===== src/rtl/seq_detect_scheduler_pkg.sv =====
// Shared types and constants for the word-to-bit-serial pattern detection scheduler.
package seq_sched_pkg;

  typedef enum logic [1:0] {
    IDLE   = 2'd0,
    SHIFT  = 2'd1,
    REPORT = 2'd2
  } state_t;

  localparam int DEF_WORD_W = 8;
  localparam int DEF_PAT_W  = 3;

  // Wide enough to hold every count from 0 to word_w inclusive.
  function automatic int cnt_width(input int word_w);
    return $clog2(word_w + 1);
  endfunction

endpackage


===== src/rtl/seq_detect_scheduler_pattern_match_fsm.sv =====
// Bit-serial matcher: keeps the last PAT_W-1 bits and flags when they, together
// with the incoming bit, form the pattern.
module pattern_match_fsm #(
  parameter int PAT_W = 3
) (
  input  logic             clk,
  input  logic             reset,
  input  logic             clear,
  input  logic             bit_valid,
  input  logic             bit_in,
  input  logic [PAT_W-1:0] pattern,
  output logic             match
);

  generate
    if (PAT_W == 1) begin : g_single
      // A one-bit pattern needs no history: every equal bit is a match.
      assign match = bit_valid && (bit_in == pattern[0]);
    end else begin : g_multi
      localparam int SEEN_W = $clog2(PAT_W);
      localparam logic [SEEN_W-1:0] SEEN_FULL = SEEN_W'(PAT_W - 1);

      logic [PAT_W-2:0] hist;
      logic [SEEN_W-1:0] seen;
      logic [PAT_W-1:0] window;

      assign window = {hist, bit_in};
      // seen saturates, so "full" means at least PAT_W-1 bits already shifted in.
      assign match  = bit_valid && (seen == SEEN_FULL) && (window == pattern);

      // NOTE: sequential state uses non-blocking assignments so every register
      // samples pre-edge values; blocking here would make hist and seen race.
      always_ff @(posedge clk or posedge reset) begin
        if (reset) begin
          hist <= '0;
          seen <= '0;
        end else if (clear) begin
          hist <= '0;
          seen <= '0;
        end else if (bit_valid) begin
          hist <= window[PAT_W-2:0];
          if (seen != SEEN_FULL) seen <= seen + SEEN_W'(1);
        end
      end
    end
  endgenerate

endmodule


===== src/rtl/seq_detect_scheduler.sv =====
// Accepts a word, streams it MSB-first through the pattern matcher, then
// presents the overlapping-match count and end-position mask.
module seq_detect_scheduler
  import seq_sched_pkg::*;
#(
  parameter  int WORD_W = DEF_WORD_W,
  parameter  int PAT_W  = DEF_PAT_W,
  localparam int CNT_W  = cnt_width(WORD_W)
) (
  input  logic              clk,
  input  logic              reset,
  input  logic              in_valid,
  output logic              in_ready,
  input  logic [WORD_W-1:0] in_word,
  input  logic [PAT_W-1:0]  pattern,
  output logic              out_valid,
  input  logic              out_ready,
  output logic [CNT_W-1:0]  match_count,
  output logic [WORD_W-1:0] match_mask
);

  localparam int BIDX_W = $clog2(WORD_W);
  localparam logic [1:0] ST_IDLE   = IDLE;
  localparam logic [1:0] ST_SHIFT  = SHIFT;
  localparam logic [1:0] ST_REPORT = REPORT;

  logic [1:0]        state;
  logic [WORD_W-1:0] word_q;
  logic [PAT_W-1:0]  pat_q;
  logic [BIDX_W-1:0] bit_idx;
  logic              accept;
  logic              match;

  assign in_ready  = (state == ST_IDLE);
  assign out_valid = (state == ST_REPORT);
  assign accept    = in_ready && in_valid;

  pattern_match_fsm #(.PAT_W(PAT_W)) u_match (
    .clk       (clk),
    .reset     (reset),
    .clear     (accept),
    .bit_valid (state == ST_SHIFT),
    .bit_in    (word_q[bit_idx]),
    .pattern   (pat_q),
    .match     (match)
  );

  always_ff @(posedge clk or posedge reset) begin
    if (reset) begin
      state       <= ST_IDLE;
      word_q      <= '0;
      pat_q       <= '0;
      bit_idx     <= '0;
      match_count <= '0;
      match_mask  <= '0;
    end else begin
      case (state)
        ST_IDLE: begin
          if (in_valid) begin
            // Word and pattern are latched so producer changes during the scan are harmless.
            word_q      <= in_word;
            pat_q       <= pattern;
            bit_idx     <= BIDX_W'(WORD_W - 1);
            match_count <= '0;
            match_mask  <= '0;
            state       <= ST_SHIFT;
          end
        end
        ST_SHIFT: begin
          if (match) begin
            match_count         <= match_count + CNT_W'(1);
            match_mask[bit_idx] <= 1'b1;
          end
          if (bit_idx == '0) state <= ST_REPORT;
          else               bit_idx <= bit_idx - BIDX_W'(1);
        end
        ST_REPORT: begin
          // Results remain on the outputs after the handshake until the next accept.
          if (out_ready) state <= ST_IDLE;
        end
        default: state <= ST_IDLE;
      endcase
    end
  end

endmodule


===== config.mk =====
export PLATFORM = sky130hd
export DESIGN_NAME = seq_detect_scheduler
export DESIGN_NICKNAME = d
export VERILOG_FILES = /design/src/rtl/seq_detect_scheduler_pkg.sv /design/src/rtl/seq_detect_scheduler_pattern_match_fsm.sv /design/src/rtl/seq_detect_scheduler.sv
export SDC_FILE = /design/constraint.sdc
export NUM_CORES = 1
export LEC_CHECK = 0
export ABC_AREA = 1
export BUFFER_PORTS_ARGS = -buffer_cell sky130_fd_sc_hd__buf_2
export CORE_MARGIN = 1
export CORE_UTILIZATION = 36
export DETAILED_ROUTE_END_ITERATION = 12
export SYNTH_ARGS = -nofsm -noshare
export SYNTH_HDL_FRONTEND = slang
export SYNTH_SLANG_ARGS = --single-unit

===== constraint.sdc =====
create_clock -name clk -period 2.4 [get_ports clk]
set_clock_uncertainty 0.1 [all_clocks]
set_input_delay 0.36 -clock clk [delete_from_list [all_inputs] [get_ports clk]]
set_output_delay 0.36 -clock clk [all_outputs]
set_load 0.005 [all_outputs]

==> impl_metrics.py <==
metrics = {
    "status": {
        "outcome": "finished, violations left",
        "failed_checks": "DRC",
    },
    "grt": {
        "aggregate_global_routing_overflow": 0,
        "first_pass_grt_wire_length_um": 5970,
        "initial_antenna_violation_count": 0,
        "gr-usage-all-layers": 0.153,
        "grt_max_degree": 35,
        "first_global_vias": 1270,
    },
    "clock_tree": {
        "cts_resized": 0,
        "postCtsSetupBuffers": 0,
        "cts_htree_levels": 2,
        "clk_pin_slew_ps": 70,
        "cts_root_buf": "clkbuf_8",
        "numClockSinks": 32,
        "number_of_clock_buffers_inserted_by_tritoncts": 5,
        "post_cts_hold_buffer_count": 0,
        "cts_tree": "built",
        "clk_latency_ps": 280,
        "clockBufferDepth": 2,
    },
    "critical_path": {
        "timing.critical_path.fanout_max": 14,
        "ff2ff_path_depth": 11,
        "worstSetupPathType": "reg2reg",
        "ff2ff_setup_slack_ps": 530,
        "setup.worst_path.start_class": "flop",
        "worstReg2RegStart": "bit_idx[0]$_DFFE_PP0P_",
        "cp-end-kind": "flop",
        "endpoint_of_the_lowest_slack_register_to_register_path": "match_count[3]$_DFFE_PP0P_",
        "worst-endpoint-required_ps": 2520,
        "worstPathArrival_ps": 2000,
    },
    "power": {
        "sw_frac_of_total": 0.417,
        "power.density_cell_area_nw_per_um2": 1220,
        "power.static_leakage_nw": 1.05,
        "switching_power_mw": 1.00,
        "total_power_mw": 2.41,
        "intPower_mw": 1.40,
        "power_frac_clock": 0.178,
        "sequential_share_of_power": 0.397,
        "power_frac_comb": 0.425,
        "vdd_ir_drop_max_uv": 464,
    },
    "sta": {
        "timing.max_slew.rel_slack": 0.549,
        "timing.hold.ws_ps": 42.9,
        "tightestPinTransition_ps": 674,
        "setup-tns-final_ps": 0,
        "clock.fmax_mhz": 534,
        "final_min_period_over_clock_period": 0.780,
        "finalHoldViolCount": 0,
        "timing.final.crit_period_ps": 1870,
        "drv_slew": 0,
        "final-setup-viol-count": 0,
        "unrepaired_setup_endpoints_after_global_routing": "no",
    },
    "synthesis": {
        "synth-seq-cells": 32,
        "syn-num-nets": 213,
        "synth.lib_cells_used.distinct": 31,
        "post_synth_mux_area_share": 0.0455,
        "yosys.area_share.simple": 0.298,
        "seq_total_area_yosys": 0.462,
        "postSynthAreaPerCell_um2": 8.93,
        "synth_compound_area_frac": 0.0657,
        "synth_xor_xnor_area_share": 0.0202,
        "synth_cells": 194,
        "synth-warning-count": 0,
        "synthAdderAreaFrac": 0.0289,
        "post_synth_instance_area_um2": 1730,
        "main_combinational_cell_family_by_area_after_synthesis": "simple AND/OR/NAND/NOR gates",
    },
    "drt": {
        "dr.pass1.iters": 8,
        "num_vias": 1364,
        "drt-total-wl_um": 3280,
        "wl_per_cell_um": 11.9,
        "drcViolationCount": 1,
        "post_drt_via_cell_ratio": 4.94,
        "drtAntennaViolNets": 0,
        "detail_route.iter0.violations": 78,
    },
    "layout": {
        "stdcell_area_um2": 1980,
        "antenna_cells_inserted": 0,
        "area_delta_synth_final_pct": 14.3,
        "layout.nets": 242,
        "sequential_cell_area_um2": 801,
        "finalCoreUtilization": 0.440,
        "nFillCells": 460,
        "area_of_the_multi_input_gates_um2": 795,
        "post_route_cells_drive_above_1_share": 0.317,
    },
    "floorplanning": {
        "dieArea_um2": 5100,
        "floorplan.initialDensity": 0.385,
        "rows": 24,
        "count_of_pins_on_the_block_boundary": 29,
        "fp.dieW_um": 71.4,
        "die_h_um": 71.4,
        "core_area_um2": 4500,
    },
    "job": {
        "cap_viol_max_count": 0,
    },
    "placed_design": {
        "place.gp.congestion": 0.775,
        "io_buffer_count": 28,
        "placed_area_um2": 1890,
        "dpl.hpwl_um": 2330,
    },
    "min_path": {
        "worstHoldPathType": "in2async",
    },
}
[logic make-up after synthesis]
family,Yosys count
adders and majority gates,4
xor gates and xnor gates,4
DFF,32
muxes,7
and+or+nand+nor,99
buffers and inverters,28
AOI/OAI and AO/OA,20
[registers in the layout, indices dropped and copies added (netlist names)]
register,flops
match_mask,8
word_q,8
match_count,4
bit_idx,3
pat_q,3
state,2
u_match.g_multi.hist,2
u_match.g_multi.seen,2
[power by group through the flow]
stage                     logic [mW]  clock network, mW  registers [mW]
after floorplan                0.881                  0           0.897
after global placement          1.03                  0           0.959
after detailed placement        1.04                  0           0.963
after CTS                       1.04              0.443           0.954
after global routing            1.19              0.463           0.987
final                           1.02              0.429           0.955
[metrics by stage]
step | std cells | worst slack [ps]
after global routing | 276 | 325
after global placement | 268 | 540
after detailed placement | 268 | 513
final | 276 | 528
after CTS | 276 | 509
after floorplan | 194 | 835
[Yosys cell counts]
| cell | number | share of area |
|---|---|---|
| nand2_2 | 14 | 0.051 |
| nand3_2 | 3 | 0.017 |
| buf_2 | 1 | 0.0029 |
| nand3_1 | 20 | 0.058 |
| o211ai_1 | 1 | 0.0043 |
| buf_6 | 1 | 0.0065 |
| nor2_2 | 4 | 0.014 |
| ha_1 | 4 | 0.029 |
| o22ai_1 | 1 | 0.0036 |
| clkbuf_1 | 3 | 0.0065 |
| xnor2_1 | 1 | 0.0051 |
| o21a_1 | 2 | 0.0087 |
| nor3_1 | 3 | 0.0087 |
| o21ai_0 | 2 | 0.0058 |
| buf_4 | 2 | 0.0087 |
| xor2_1 | 3 | 0.015 |
| nand2_4 | 1 | 0.0065 |
| nor2_1 | 15 | 0.032 |
| buf_12 | 1 | 0.012 |
| nand2_1 | 32 | 0.069 |
| a21oi_1 | 12 | 0.035 |
| a31oi_1 | 1 | 0.0036 |
| nor2_4 | 2 | 0.013 |
| dfrtp_1 | 32 | 0.46 |
| nand3_4 | 1 | 0.010 |
| inv_2 | 2 | 0.0043 |
| inv_1 | 18 | 0.039 |
| o32ai_1 | 1 | 0.0051 |
| nand4_2 | 1 | 0.0072 |
| nand4_1 | 3 | 0.011 |
| mux2_2 | 7 | 0.045 |
[worst max-delay path, stage by stage (launching register included)]
cell	delay, ps
dfrtp_1	460
inv_2	240
nand2_1	100
nand3_2	100
inv_1	50
nor2_2	110
nand2_2	60
nand2_2	70
nand3_4	150
nand2_4	220
nand2_1	80
nand2_1	70
[cell type report]
type,instances,area share
timing repair buffer,30,0.0783
multi-input combinational,134,0.401
clock buffer,8,0.0455
sequential,32,0.404
inverter,20,0.0379
tap,52,0.0328
[metal layers]
layer  share of wire  global-route usage  vias up
met3           0.043              0.0422        7
li1                -                   -      697
met5               0                   0        -
met4           0.016              0.0600        0
met2            0.43               0.223       31
met1            0.51               0.215      629
[cells in the final DEF (no fill, tap or decap), drive strengths merged, types with 4 or more instances in the layout]
cell    count
nand2      47
clkbuf      8
buf        30
nor2       21
dfrtp      32
nand4       4
inv        20
mux2        7
a21oi      12
ha          4
nand3      24
[worst max path at each step]
| stage | end | startpoint |
|---|---|---|
| 5_1_grt | u_match.g_multi.seen[0]$_DFFE_PP0P_ | state[1]$_DFFE_PP0P_ |
| 6_report | match_count[3]$_DFFE_PP0P_ | bit_idx[0]$_DFFE_PP0P_ |
| 3_5_place_dp | match_count[3]$_DFFE_PP0P_ | bit_idx[0]$_DFFE_PP0P_ |
| 3_3_place_gp | match_count[1]$_DFFE_PP0P_ | bit_idx[0]$_DFFE_PP0P_ |
| 2_1_floorplan | match_count[2]$_DFFE_PP0P_ | u_match.g_multi.seen[0]$_DFFE_PP0P_ |
| 4_1_cts | match_count[3]$_DFFE_PP0P_ | bit_idx[0]$_DFFE_PP0P_ |
No activity file was read; power rests on OpenSTA's default activity.
